[config.mk]
export PLATFORM = sky130hd
export DESIGN_NAME = fetch_stage
export DESIGN_NICKNAME = d
export VERILOG_FILES = /design/src/rtl/fetch_pkg.sv /design/src/rtl/fetch_buffer.sv /design/src/rtl/fetch_stage.sv
export SDC_FILE = /design/constraint.sdc
export NUM_CORES = 1
export LEC_CHECK = 0
export ABC_CLOCK_PERIOD_IN_PS = 4200
export BUFFER_PORTS_ARGS = -buffer_cell sky130_fd_sc_hd__buf_2
export CAP_MARGIN = 20
export CORE_UTILIZATION = 52
export CTS_BUF_LIST = sky130_fd_sc_hd__clkbuf_8
export DETAILED_ROUTE_END_ITERATION = 8
export PLACE_DENSITY = 0.79
export RECOVER_POWER = 25
export SETUP_SLACK_MARGIN = 0.15
export SLEW_MARGIN = 15
export SYNTH_ARGS = -nofsm -noshare
export SYNTH_HDL_FRONTEND = slang
export SYNTH_HIERARCHICAL = 1
export SYNTH_SLANG_ARGS = --single-unit
[constraint.sdc]
create_clock -name clk -period 4.2 [get_ports clk]
set_clock_uncertainty 0.1 [all_clocks]
set_input_delay 0 -clock clk [delete_from_list [all_inputs] [get_ports clk]]
set_output_delay 0 -clock clk [all_outputs]
set_load 0.01 [all_outputs]
[src/rtl/fetch_pkg.sv]
// Shared fetch/decode definitions: widths, the canonical NOP, RV32I major opcodes
// and the fetch buffer entry layout.
package fetch_pkg;

  localparam int XLEN = 32;
  localparam logic [31:0] NOP_INSTR = 32'h0000_0013;

  localparam logic [6:0] OP_R      = 7'b0110011;
  localparam logic [6:0] OP_IMM    = 7'b0010011;
  localparam logic [6:0] OP_LOAD   = 7'b0000011;
  localparam logic [6:0] OP_STORE  = 7'b0100011;
  localparam logic [6:0] OP_BRANCH = 7'b1100011;
  localparam logic [6:0] OP_JAL    = 7'b1101111;
  localparam logic [6:0] OP_JALR   = 7'b1100111;
  localparam logic [6:0] OP_LUI    = 7'b0110111;
  localparam logic [6:0] OP_AUIPC  = 7'b0010111;

  typedef struct packed {
    logic [XLEN-1:0] pc;
    logic [31:0]     instr;
  } fetch_entry_t;

  function automatic logic [XLEN-1:0] word_align(input logic [XLEN-1:0] addr);
    return addr & ~XLEN'(3);
  endfunction

endpackage

[src/rtl/fetch_buffer.sv]
// Small synchronous FIFO of fetched {pc, instr} entries with a combinational head.
// Flush wins over push and pop in the same cycle.
module fetch_buffer
  import fetch_pkg::*;
#(
  parameter int DEPTH = 2
) (
  input  logic                         clk,
  input  logic                         rst,
  input  logic                         push,
  input  fetch_entry_t                 push_data,
  input  logic                         pop,
  input  logic                         flush,
  output logic [$clog2(DEPTH+1)-1:0]   count,
  output fetch_entry_t                 head
);

  localparam int PTR_W = (DEPTH > 1) ? $clog2(DEPTH) : 1;
  localparam int CNT_W = $clog2(DEPTH + 1);

  fetch_entry_t     mem_q [DEPTH];
  logic [PTR_W-1:0] wr_ptr_q, wr_ptr_d;
  logic [PTR_W-1:0] rd_ptr_q, rd_ptr_d;
  logic [CNT_W-1:0] count_q, count_d;
  logic             do_push, do_pop;

  function automatic logic [PTR_W-1:0] ptr_inc(input logic [PTR_W-1:0] p);
    return (p == PTR_W'(DEPTH - 1)) ? '0 : p + PTR_W'(1);
  endfunction

  always_comb begin
    do_push  = push && !flush;
    do_pop   = pop && !flush && (count_q != '0);
    wr_ptr_d = wr_ptr_q;
    rd_ptr_d = rd_ptr_q;
    count_d  = count_q;
    if (flush) begin
      wr_ptr_d = '0;
      rd_ptr_d = '0;
      count_d  = '0;
    end else begin
      if (do_push) wr_ptr_d = ptr_inc(wr_ptr_q);
      if (do_pop)  rd_ptr_d = ptr_inc(rd_ptr_q);
      if (do_push && !do_pop)      count_d = count_q + CNT_W'(1);
      else if (do_pop && !do_push) count_d = count_q - CNT_W'(1);
    end
  end

  always_ff @(posedge clk) begin
    if (rst) begin
      wr_ptr_q <= '0;
      rd_ptr_q <= '0;
      count_q  <= '0;
    end else begin
      wr_ptr_q <= wr_ptr_d;
      rd_ptr_q <= rd_ptr_d;
      count_q  <= count_d;
    end
  end

  // Storage carries no reset; validity is tracked entirely by count_q.
  always_ff @(posedge clk) begin
    if (do_push) mem_q[wr_ptr_q] <= push_data;
  end

  assign count = count_q;
  assign head  = mem_q[rd_ptr_q];

endmodule

[src/rtl/fetch_stage.sv]
// RV32I instruction fetch: owns the PC, issues credit-limited imem requests,
// buffers responses and discards those made stale by a redirect.
module fetch_stage
  import fetch_pkg::*;
#(
  parameter logic [XLEN-1:0] RESET_PC = 32'h0000_0000,
  parameter int              DEPTH    = 2
) (
  input  logic            clk,
  input  logic            rst,
  output logic            imem_req_valid,
  output logic [XLEN-1:0] imem_req_addr,
  input  logic            imem_req_ready,
  input  logic            imem_resp_valid,
  input  logic [XLEN-1:0] imem_resp_data,
  input  logic            redirect_valid,
  input  logic [XLEN-1:0] redirect_pc,
  input  logic            stall,
  output logic            if_valid,
  output logic [31:0]     if_instr,
  output logic [XLEN-1:0] if_pc,
  output logic [6:0]      opcode,
  output logic [2:0]      funct3
);

  localparam int             CNT_W   = $clog2(DEPTH + 1);
  localparam logic [CNT_W:0] DEPTH_W = (CNT_W + 1)'(DEPTH);

  logic [XLEN-1:0]  fetch_pc_q, fetch_pc_d;
  logic [XLEN-1:0]  resp_pc_q, resp_pc_d;
  logic [CNT_W-1:0] pending_q, pending_d;
  logic [CNT_W-1:0] drop_cnt_q, drop_cnt_d;
  logic [CNT_W-1:0] buf_count;
  logic [XLEN-1:0]  redirect_target;
  logic             req_valid, req_fire, resp_stale, resp_push, out_valid, buf_pop;
  fetch_entry_t     buf_head, push_entry;

  assign redirect_target = word_align(redirect_pc);

  always_comb begin
    // In-flight requests plus buffered entries never exceed DEPTH, so every response has a slot.
    req_valid  = !rst && !redirect_valid &&
                 (({1'b0, pending_q} + {1'b0, buf_count}) < DEPTH_W);
    req_fire   = req_valid && imem_req_ready;
    resp_stale = imem_resp_valid && (drop_cnt_q != '0);
    resp_push  = imem_resp_valid && !resp_stale && !redirect_valid;
    out_valid  = !rst && (buf_count != '0) && !redirect_valid;
    buf_pop    = out_valid && !stall;

    push_entry.pc    = resp_pc_q;
    push_entry.instr = imem_resp_data;

    fetch_pc_d = fetch_pc_q;
    resp_pc_d  = resp_pc_q;
    drop_cnt_d = drop_cnt_q;
    pending_d  = pending_q + CNT_W'(req_fire) - CNT_W'(imem_resp_valid);

    if (redirect_valid) begin
      fetch_pc_d = redirect_target;
      resp_pc_d  = redirect_target;
      drop_cnt_d = pending_q - CNT_W'(imem_resp_valid);
    end else begin
      if (req_fire)   fetch_pc_d = fetch_pc_q + XLEN'(4);
      if (resp_push)  resp_pc_d  = resp_pc_q + XLEN'(4);
      if (resp_stale) drop_cnt_d = drop_cnt_q - CNT_W'(1);
    end
  end

  always_ff @(posedge clk) begin
    if (rst) begin
      fetch_pc_q <= RESET_PC;
      resp_pc_q  <= RESET_PC;
      pending_q  <= '0;
      drop_cnt_q <= '0;
    end else begin
      fetch_pc_q <= fetch_pc_d;
      resp_pc_q  <= resp_pc_d;
      pending_q  <= pending_d;
      drop_cnt_q <= drop_cnt_d;
    end
  end

  fetch_buffer #(
    .DEPTH (DEPTH)
  ) u_buffer (
    .clk       (clk),
    .rst       (rst),
    .push      (resp_push),
    .push_data (push_entry),
    .pop       (buf_pop),
    .flush     (redirect_valid),
    .count     (buf_count),
    .head      (buf_head)
  );

  assign imem_req_valid = req_valid;
  assign imem_req_addr  = fetch_pc_q;
  assign if_valid       = out_valid;
  assign if_instr       = out_valid ? buf_head.instr : NOP_INSTR;
  assign if_pc          = out_valid ? buf_head.pc : '0;
  assign opcode         = if_instr[6:0];
  assign funct3         = if_instr[14:12];

endmodule

==> impl_metrics.yaml, run 1 <==
synth:
  syn_area_per_cell_um2: 12.2
  synth_area_mm2: 0.00890
  synth_ff_type: "edfxtp_1"
  synth.most_common_cell: "edfxtp_1"
  synth-async-reset-ratio: 0
  synth_common_cells: "edfxtp_1 (128), dfxtp_1 (69), and2_1 (66), mux2_2 (66), xor2_1 (37)"
  synth_enable_flop_cells: 128
  ys_types: 49
  ys_seq_elements: 197
  synthCells: 732
  synth_top_area_cell: "edfxtp_1"
  synth_top_area_frac: 0.432
  synth-seq-area-share: 0.587
  netlist_top_cells_area: "edfxtp_1 (43%), dfxtp_1 (16%), mux2_2 (8.3%), and2_1 (4.6%), xor2_1 (3.6%)"
  yosysWarningCount: 6
timing:
  hold_violations: 0
  fin_crit_sh: 0.751
  rsz0062_at_grt: "no"
  drv_slew: 0
  setup_tns_ns: 0
  relSlewSlack: 0.323
  setup_viol: 0
  max_freq_ghz: 0.317
  min_period_ns: 3.15
  worstMarginPinSlew_ns: 1.01
route:
  drc: 0
  drt-initial-drc-count: 370
  routed_wl_um: 19000
  via_count: 6345
  firstDrtPassIters: 5
  post_drt_wl_per_cell_um: 16.0
  viasPerCell: 5.34
  ant_nets: 0
die:
  die_area_mm2: 0.0177
  start_util: 0.535
  fp.dieH_um: 133
  core_mm2: 0.0166
  rows: 47
  io_pins: 178
  die_w_um: 133
clock_network:
  cts_tree: "yes"
  ctsHtreeMaxLevel: 4
  cts_sinks: 197
  cts.clk_slew.worst_paths_ns: 0.09
  root_buffer: "clkbuf_8"
  numCtsBuffers: 17
  hold_buffers: 68
  cts_setup_buffers: 0
  clkLatencyLatePin_ns: 0.45
  clock_path_buffers: 2
  ctsResizeCount: 0
cells_and_area:
  drive_above_1_share: 0.268
  finish.utilization: 0.658
  final_nets: 1033
  area_growth_syn_to_layout_pct: 23.0
  antenna_cells: 0
place:
  port_buffers: 173
  dp_hpwl_um: 12200
  place_congestion: 0.892
setup_path:
  startpoint_type: "flip-flop"
  crit_required_ns: 4.43
  cp.arrival_ns: 3.38
  cpPeakStageDelay_ns: 0.51
  end_kind: "flip-flop"
  cp_cell_sequence: "and2_1 > fa_1 > or3b_4 > nor3_4 > inv_4 > ha_1 > inv_1 > ha_1 > xor2_1 > xnor2_1 > nor2_1"
  cpMostUsedCell: "ha_1"
  crit_slowest_cell: "or3b_4"
  cp_max_fo: 13
  timing_worst_setup_path_type: "flip-flop to flip-flop"
run_status:
  status: "complete, no violations"
global_route:
  grt_pass1_vias: 6114
  antenna_found_initial: 0
  grt.overflow.total: 0
  grt_max_degree: 67
  grtUsageTotal: 0.225
  grt_pass1_wl_um: 30900
power_and_ir_drop:
  powerDensity_mw_per_mm2: 349
  ir_worst_vdd_mv: 0.222
  p_leak_nw: 4.21
worst_hold_path:
  hold_path.class: "input port to flip-flop"
run:
  drv_cap: 0
[area by class of cell]
class,instances,area (um^2)
Clock buffer,17,234
Clock inverter,15,190
Fill cell,1242,5690
Inverter,26,100
Multi-Input combinational cell,464,3350
Sequential cell,197,5230
Tap cell,220,275
Timing Repair Buffer,249,1580
[final timing paths]
kind | end | start | cells after the start | slack, ns
setup / recovery | pending_q[1]$_SDFF_PP0_ | u_buffer/count[0]$_SDFFE_PP0P_ | 11 | 1.05
hold / removal | u_buffer/mem_q[0][19]$_DFFE_PP_ | imem_resp_data[19] | 2 | 0.17
setup reg to reg | pending_q[1]$_SDFF_PP0_ | u_buffer/count[0]$_SDFFE_PP0P_ | 11 | 1.05
hold reg to reg | u_buffer/mem_q[0][52]$_DFFE_PP_ | resp_pc_q[20]$_SDFFE_PP0P_ | 0 | 0.42
[registers in the layout, summed over array words and instances, names as in the netlist, named ones only]
signal             flops
resp_pc_q             30
pending_q              2
u_buffer/rd_ptr_q      1
u_buffer/count         2
u_buffer/wr_ptr_q      1
u_buffer/mem_q       128
drop_cnt_q             2
imem_req_addr         30
[cells in the final DEF, fill, tap and decap left out, drive strengths merged, types with 5 or more instances in the layout]
cell and instances:
buf 156, edfxtp 128, dfxtp 69, dlygate4sd3 68, mux2 66, and2 66
clkbuf 42, xor2 37, nand4 33, inv 30, a21oi 29, nand2 28
a21boi 28, nor2 23, xnor2 21, nand3 19, and3 14, a211oi 13
nor3 12, nor4 8, ha 7, and4 6, conb 6, or3 6
clkinv 6, a31oi 5, nor2b 5
[metal layers]
metal  GRT usage  share of wire  vias up  wire length, um
li1            -              -     3094                -
met1       0.298           0.45     2978             8540
met2       0.365           0.47      255             8920
met3      0.0544          0.068       18             1280
met4      0.0709          0.015        0              282
met5           0              0        -                0
[report_power, final]
group	leakage, nW	internal, mW	switching, mW
clock	0.219	0.643	0.622
sequential	1.74	2.13	0.0708
combinational	2.25	0.171	0.175
[critical path, delay by kind of cell (launching register included)]
family | cells | cell delay [ns]
AND/OR/NAND/NOR | 4 | 1.07
adder cells (fa/ha/maj) | 3 | 0.93
flip-flops | 1 | 0.44
XOR/XNOR | 2 | 0.34
buffers and inverters | 2 | 0.15
[kinds of logic after synthesis]
| group | count (synthesis) | share of synthesized area |
|---|---|---|
| compound gates | 96 | 0.0722 |
| xor+xnor | 58 | 0.0570 |
| fa+ha+maj | 8 | 0.0121 |
| buf+inv | 76 | 0.0402 |
| flops | 197 | 0.587 |
| mux | 67 | 0.0846 |
| other cells | 1 | 0.000421 |
| simple gates | 229 | 0.147 |
[through the flow]
stage	instance area (um^2)	hold WS, ns	power (mW)	std cells	setup WS [ns]
after floorplan	8930	-0.0354	2.42	737	0.949
after global placement	9880	0.0875	2.53	1088	1.15
after detailed placement	9880	0.0907	2.54	1088	1.13
after CTS	11000	0.124	3.85	1188	1.05
after global routing	11000	0.139	3.97	1188	0.917
final	11000	0.167	3.82	1188	1.05
(Power assumes the default switching activity.)
==> run 2: changes to the inputs <==
- ABC_CLOCK_PERIOD_IN_PS: 4200 -> 3300
- CORE_UTILIZATION: 52 -> 57
- PLACE_DENSITY: 0.79 -> 0.82
- clock period: 4.2 -> 3.3 ns (I/O delays scaled with it)
==> run 2 against run 1 <==
Compared with the run above: clock power increased by 15%; wire length rose by 2.4%; clock-buffer cell count unchanged; register-to-register slack lost 0.66 ns; utilization increased by 6.3 points; hold slack worse by 0.00055 ns; non-clock buffer count up 8; via count is 0.82% higher; die area down 8.6%; critical path depth did not move; largest power group unchanged; highest routed layer unchanged.
==> impl_metrics.yaml, run 2 (same netlist as run 1, synthesis figures left out) <==
place:
  port_buffers: 173
  dp_slack_ns: 0.415
  dp.cells: 1063
  place_congestion: 0.899
  placed_area_mm2: 0.00993
  dp_hpwl_um: 12700
cells_and_area:
  layout_commonest_cell: "buf_2"
  fin_area_mm2: 0.0110
  finish.utilization: 0.721
  antenna_cells: 0
  top_register: "u_buffer/mem_q"
  drive_above_1_share: 0.278
  final_cell_mix: "buf_2 (151), edfxtp_1 (128), dlygate4sd3_1 (69), dfxtp_1 (68), mux2_2 (66)"
  largest_reg_flops: 128
  fillers: 1078
  final_cells: 1164
  area_growth_syn_to_layout_pct: 23.2
  final_nets: 1041
setup_path:
  cp_cell_sequence: "and2_1 > fa_1 > or3b_4 > nor3_4 > inv_4 > ha_1 > inv_1 > ha_1 > xor2_1 > xnor2_1 > nor2_1"
  crit_start: "u_buffer/count[0]$_SDFFE_PP0P_"
  path_buf_inv: 2
  end_kind: "flip-flop"
  path_delay_family: "simple AND/OR/NAND/NOR gates"
  crit_required_ns: 3.52
  timing_worst_setup_path_type: "flip-flop to flip-flop"
  crit_slowest_cell: "or3b_4"
  cp.arrival_ns: 3.14
  startpoint_type: "flip-flop"
  cpPeakStageDelay_ns: 0.52
  cp_max_fo: 13
  cpMostUsedCell: "ha_1"
  r2r-start: "u_buffer/count[0]$_SDFFE_PP0P_"
die:
  rows: 45
  die_area_mm2: 0.0161
  io_pins: 178
  core_mm2: 0.0152
  fp.dieH_um: 127
  start_util: 0.586
  die_w_um: 127
timing:
  setup_viol: 0
  fin_crit_sh: 0.883
  hold_violations: 0
  rsz0062_at_grt: "no"
  max_freq_ghz: 0.343
  drv_slew: 0
  worst_slack_ns: 0.387
  min_period_ns: 2.91
  relSlewSlack: 0.488
  setup_tns_ns: 0
  worstMarginPinSlew_ns: 0.768
run:
  drv_cap: 0
power_and_ir_drop:
  p_comb_frac: 0.095
  seqPwrFrac: 0.595
  ir_worst_vdd_mv: 0.234
  p_leak_nw: 4.25
  p_clk_frac: 0.310
  switching_share: 0.236
  p_switching_mw: 1.12
  intPower_mw: 3.60
  powerDensity_mw_per_mm2: 430
route:
  viasPerCell: 5.50
  ant_nets: 0
  via_count: 6397
  firstDrtPassIters: 5
  routed_wl_um: 19500
  drc: 0
  post_drt_wl_per_cell_um: 16.7
  drt-initial-drc-count: 544
global_route:
  antenna_found_initial: 0
  grtUsageTotal: 0.247
  grt_max_degree: 66
  grt_pass1_wl_um: 30800
  grt_pass1_vias: 6232
  grt.overflow.total: 0
clock_network:
  cts.clk_slew.worst_paths_ns: 0.10
  ctsHtreeMaxLevel: 4
  ctsResizeCount: 0
  clock_path_buffers: 2
  root_buffer: "clkbuf_8"
  numCtsBuffers: 17
  clkLatencyLatePin_ns: 0.45
  cts_sinks: 197
  cts_tree: "yes"
run_status:
  status: "complete, no violations"
worst_hold_path:
  hold_path.class: "input port to flip-flop"
  min_from: "imem_resp_data[22]"
-- run 2: cell types whose count changed in the layout (fill, tap and decap cells not counted), moves of 2 or more --
cell	before	now
buf_4	8	12
bufinv_16	4	2
inv_1	28	26
buf_2	148	151
buf_12	0	3
clkinv_2	0	2
clkbuf_1	25	20
-- run 2: power groups by stage --
stage	Clock (mW)	Combinational, mW	Sequential (mW)
finish	1.46	0.447	2.81
global route	1.60	0.493	2.82
CTS	1.48	0.445	2.81
detailed placement	0	0.378	2.86
global placement	0	0.368	2.86
floorplan	0	0.231	2.85
-- run 2: final timing paths --
check / end / slack [ns] / cells past startpoint
worst max-delay path: pending_q[1]$_SDFF_PP0_ / 0.39 / 11
worst max register to register: pending_q[1]$_SDFF_PP0_ / 0.39 / 11
worst min register to register: u_buffer/mem_q[1][52]$_DFFE_PP_ / 0.41 / 0
worst min-delay path: u_buffer/mem_q[1][22]$_DFFE_PP_ / 0.17 / 2
-- run 2: timing repair --
item / 4_1_cts / 5_1_grt
buffers inserted: 0 / 0
hold buffers: 69 / 0
hold endpoints to repair: 132 / 0
-- run 2: layer usage --
layer,part of all wire,global-route usage
met5,0,0
met4,0.019,0.0973
met3,0.054,0.0423
met2,0.48,0.416
met1,0.45,0.321
-- run 2: layout make-up --
| class | instances | area (um^2) | area share |
|---|---|---|---|
| clock inverters | 15 | 141 | 0.0129 |
| inverters | 26 | 100 | 0.00913 |
| repair buffers | 257 | 1680 | 0.153 |
| flip-flops and latches | 197 | 5230 | 0.477 |
| clock buffers | 17 | 234 | 0.0213 |
| well taps | 188 | 235 | 0.0214 |
| multi-input cells | 464 | 3350 | 0.305 |
-- run 2: per-stage QoR --
step	power [mW]	hold WS (ns)
after global placement	3.23	0.0875
after floorplan	3.08	-0.0354
after global routing	4.91	0.136
after detailed placement	3.24	0.0914
final	4.72	0.166
after CTS	4.73	0.139
==> run 3: changes to the inputs <==
- CORE_UTILIZATION: 57 -> 55
- CTS_BUF_LIST: sky130_fd_sc_hd__clkbuf_8 -> sky130_fd_sc_hd__clkbuf_8 sky130_fd_sc_hd__clkbuf_16
- PLACE_DENSITY: 0.82 -> 0.8
==> run 3 against run 2 <==
Compared with the run above: critical path depth unchanged; combinational power about the same; sequential cell count unchanged; sequential share of layout area decreased by 0.87 points; non-clock buffer count decreased by 5; via count increased by 0.81%; die area increased by 3.6%; register-to-register slack improved by 0.03 ns; clock-buffer cell count increased by 4; utilization decreased by 1.6 points; critical path type unchanged; highest routed layer unchanged.
==> impl_metrics.yaml, run 3 (same netlist as run 1, synthesis figures left out) <==
cells_and_area:
  fin_area_mm2: 0.0112
  final_nets: 1036
  top_register: "u_buffer/mem_q"
  largest_reg_flops: 128
  layout_commonest_cell: "buf_2"
  fillers: 1129
  drive_above_1_share: 0.284
  final_cell_mix: "buf_2 (154), edfxtp_1 (128), dfxtp_1 (68), mux2_2 (66)"
  antenna_cells: 0
  multi_input_area_mm2: 0.00335
  finish.utilization: 0.706
  seq_area_mm2: 0.00523
  area_growth_syn_to_layout_pct: 25.5
clock_network:
  cts.clk_slew.worst_paths_ns: 0.07
  clock_path_buffers: 2
  cts_tree: "yes"
  ctsResizeCount: 0
  clkLatencyLatePin_ns: 0.43
  root_buffer: "clkbuf_16"
  numCtsBuffers: 17
  ctsHtreeMaxLevel: 4
  cts_setup_buffers: 0
  cts_sinks: 197
die:
  fp.dieH_um: 129
  core_mm2: 0.0158
  die_area_mm2: 0.0167
  start_util: 0.563
  rows: 46
  io_pins: 178
  die_w_um: 129
run_status:
  status: "complete, no violations"
power_and_ir_drop:
  ir_worst_vdd_mv: 0.412
  p_leak_nw: 4.35
  powerDensity_mw_per_mm2: 470
setup_path:
  cpPeakStageDelay_ns: 0.51
  startpoint_type: "flip-flop"
  path_delay_family: "simple AND/OR/NAND/NOR gates"
  timing_worst_setup_path_type: "flip-flop to flip-flop"
  cpMostUsedCell: "ha_1"
  cp.arrival_ns: 3.08
  path_buf_inv: 2
  crit_required_ns: 3.50
  crit_slowest_cell: "or3b_4"
  end_kind: "flip-flop"
  cp_max_fo: 13
  cp_cell_sequence: "and2_1 > fa_1 > or3b_4 > nor3_4 > inv_4 > ha_1 > inv_1 > ha_1 > xor2_1 > xnor2_1 > nor2_1"
place:
  placed_area_mm2: 0.00996
  dp_hpwl_um: 12200
  place_congestion: 0.904
  port_buffers: 173
timing:
  hold_violations: 0
  setup_tns_ns: 0
  drv_slew: 0
  min_period_ns: 2.88
  relSlewSlack: 0.436
  max_freq_ghz: 0.347
  worstMarginPinSlew_ns: 0.846
  fin_crit_sh: 0.873
  setup_viol: 0
  rsz0062_at_grt: "no"
route:
  routed_wl_um: 19400
  drc: 0
  drt-initial-drc-count: 474
  firstDrtPassIters: 5
  viasPerCell: 5.43
  ant_nets: 0
  post_drt_wl_per_cell_um: 16.3
  via_count: 6449
global_route:
  grt_max_degree: 66
  grtUsageTotal: 0.238
  grt_pass1_wl_um: 30300
  grt.overflow.total: 0
  grt_pass1_vias: 6030
  antenna_found_initial: 0
worst_hold_path:
  hold_path.class: "input port to flip-flop"
run:
  drv_cap: 0
[run 3: changes by cell type in the layout (fill, tap and decap cells not counted), sizes merged, moves of 2 or more]
| cell | before | now |
|---|---|---|
| buf | 167 | 169 |
| clkinv | 10 | 5 |
| dlygate4sd3 | 69 | 65 |
| inv | 27 | 31 |
| clkinvlp | 2 | 0 |
[run 3: metrics by stage]
stage          setup WS, ns  hold WS (ns)  power, mW  cells
2_1_floorplan         0.211       -0.0354       3.08    737
3_3_place_gp          0.466        0.0877       3.23   1090
3_5_place_dp          0.432        0.0913       3.24   1090
4_1_cts               0.411       0.00881       5.28   1187
5_1_grt               0.226        0.0346       5.45   1187
6_report              0.420        0.0286       5.25   1187
[run 3: final cells by class]
class                   count  area share
inverters                  26     0.00896
repair buffers            252       0.146
flip-flops and latches    197       0.468
multi-input cells         464       0.300
well taps                 216      0.0242
clock inverters            11     0.00762
clock buffers              21      0.0450
[run 3: worst paths after layout]
path	from	endpoint	slack [ns]	cells past startpoint
worst max register to register	u_buffer/count[0]$_SDFFE_PP0P_	pending_q[1]$_SDFF_PP0_	0.42	11
worst min-delay path	stall	flip-flop	0.03	5
worst min register to register	resp_pc_q[26]$_SDFFE_PP0P_	u_buffer/mem_q[0][58]$_DFFE_PP_	0.41	0
worst max-delay path	u_buffer/count[0]$_SDFFE_PP0P_	pending_q[1]$_SDFF_PP0_	0.42	11
[run 3: layer usage]
metal,wire [um],GRT usage
met1,8610,0.306
met2,9270,0.400
met3,1170,0.0438
met4,332,0.0893
met5,0,0
[run 3: report_power, final]
part | internal, mW | switching [mW]
Clock | 1.13 | 0.863
Combinational | 0.221 | 0.223
Sequential | 2.72 | 0.0924
[run 3: worst register-to-register path: stages (launching register included)]
cell	delay [ns]
dfxtp_1	0.41
and2_1	0.17
fa_1	0.45
or3b_4	0.51
nor3_4	0.19
inv_4	0.08
ha_1	0.27
inv_1	0.03
ha_1	0.18
xor2_1	0.16
xnor2_1	0.13
nor2_1	0.05
[run 3: timing repair]
item / CTS / global route
hold endpoints to repair: 130 / 0
endpoints found under the setup margin: 0 / 0
hold buffers: 65 / 0
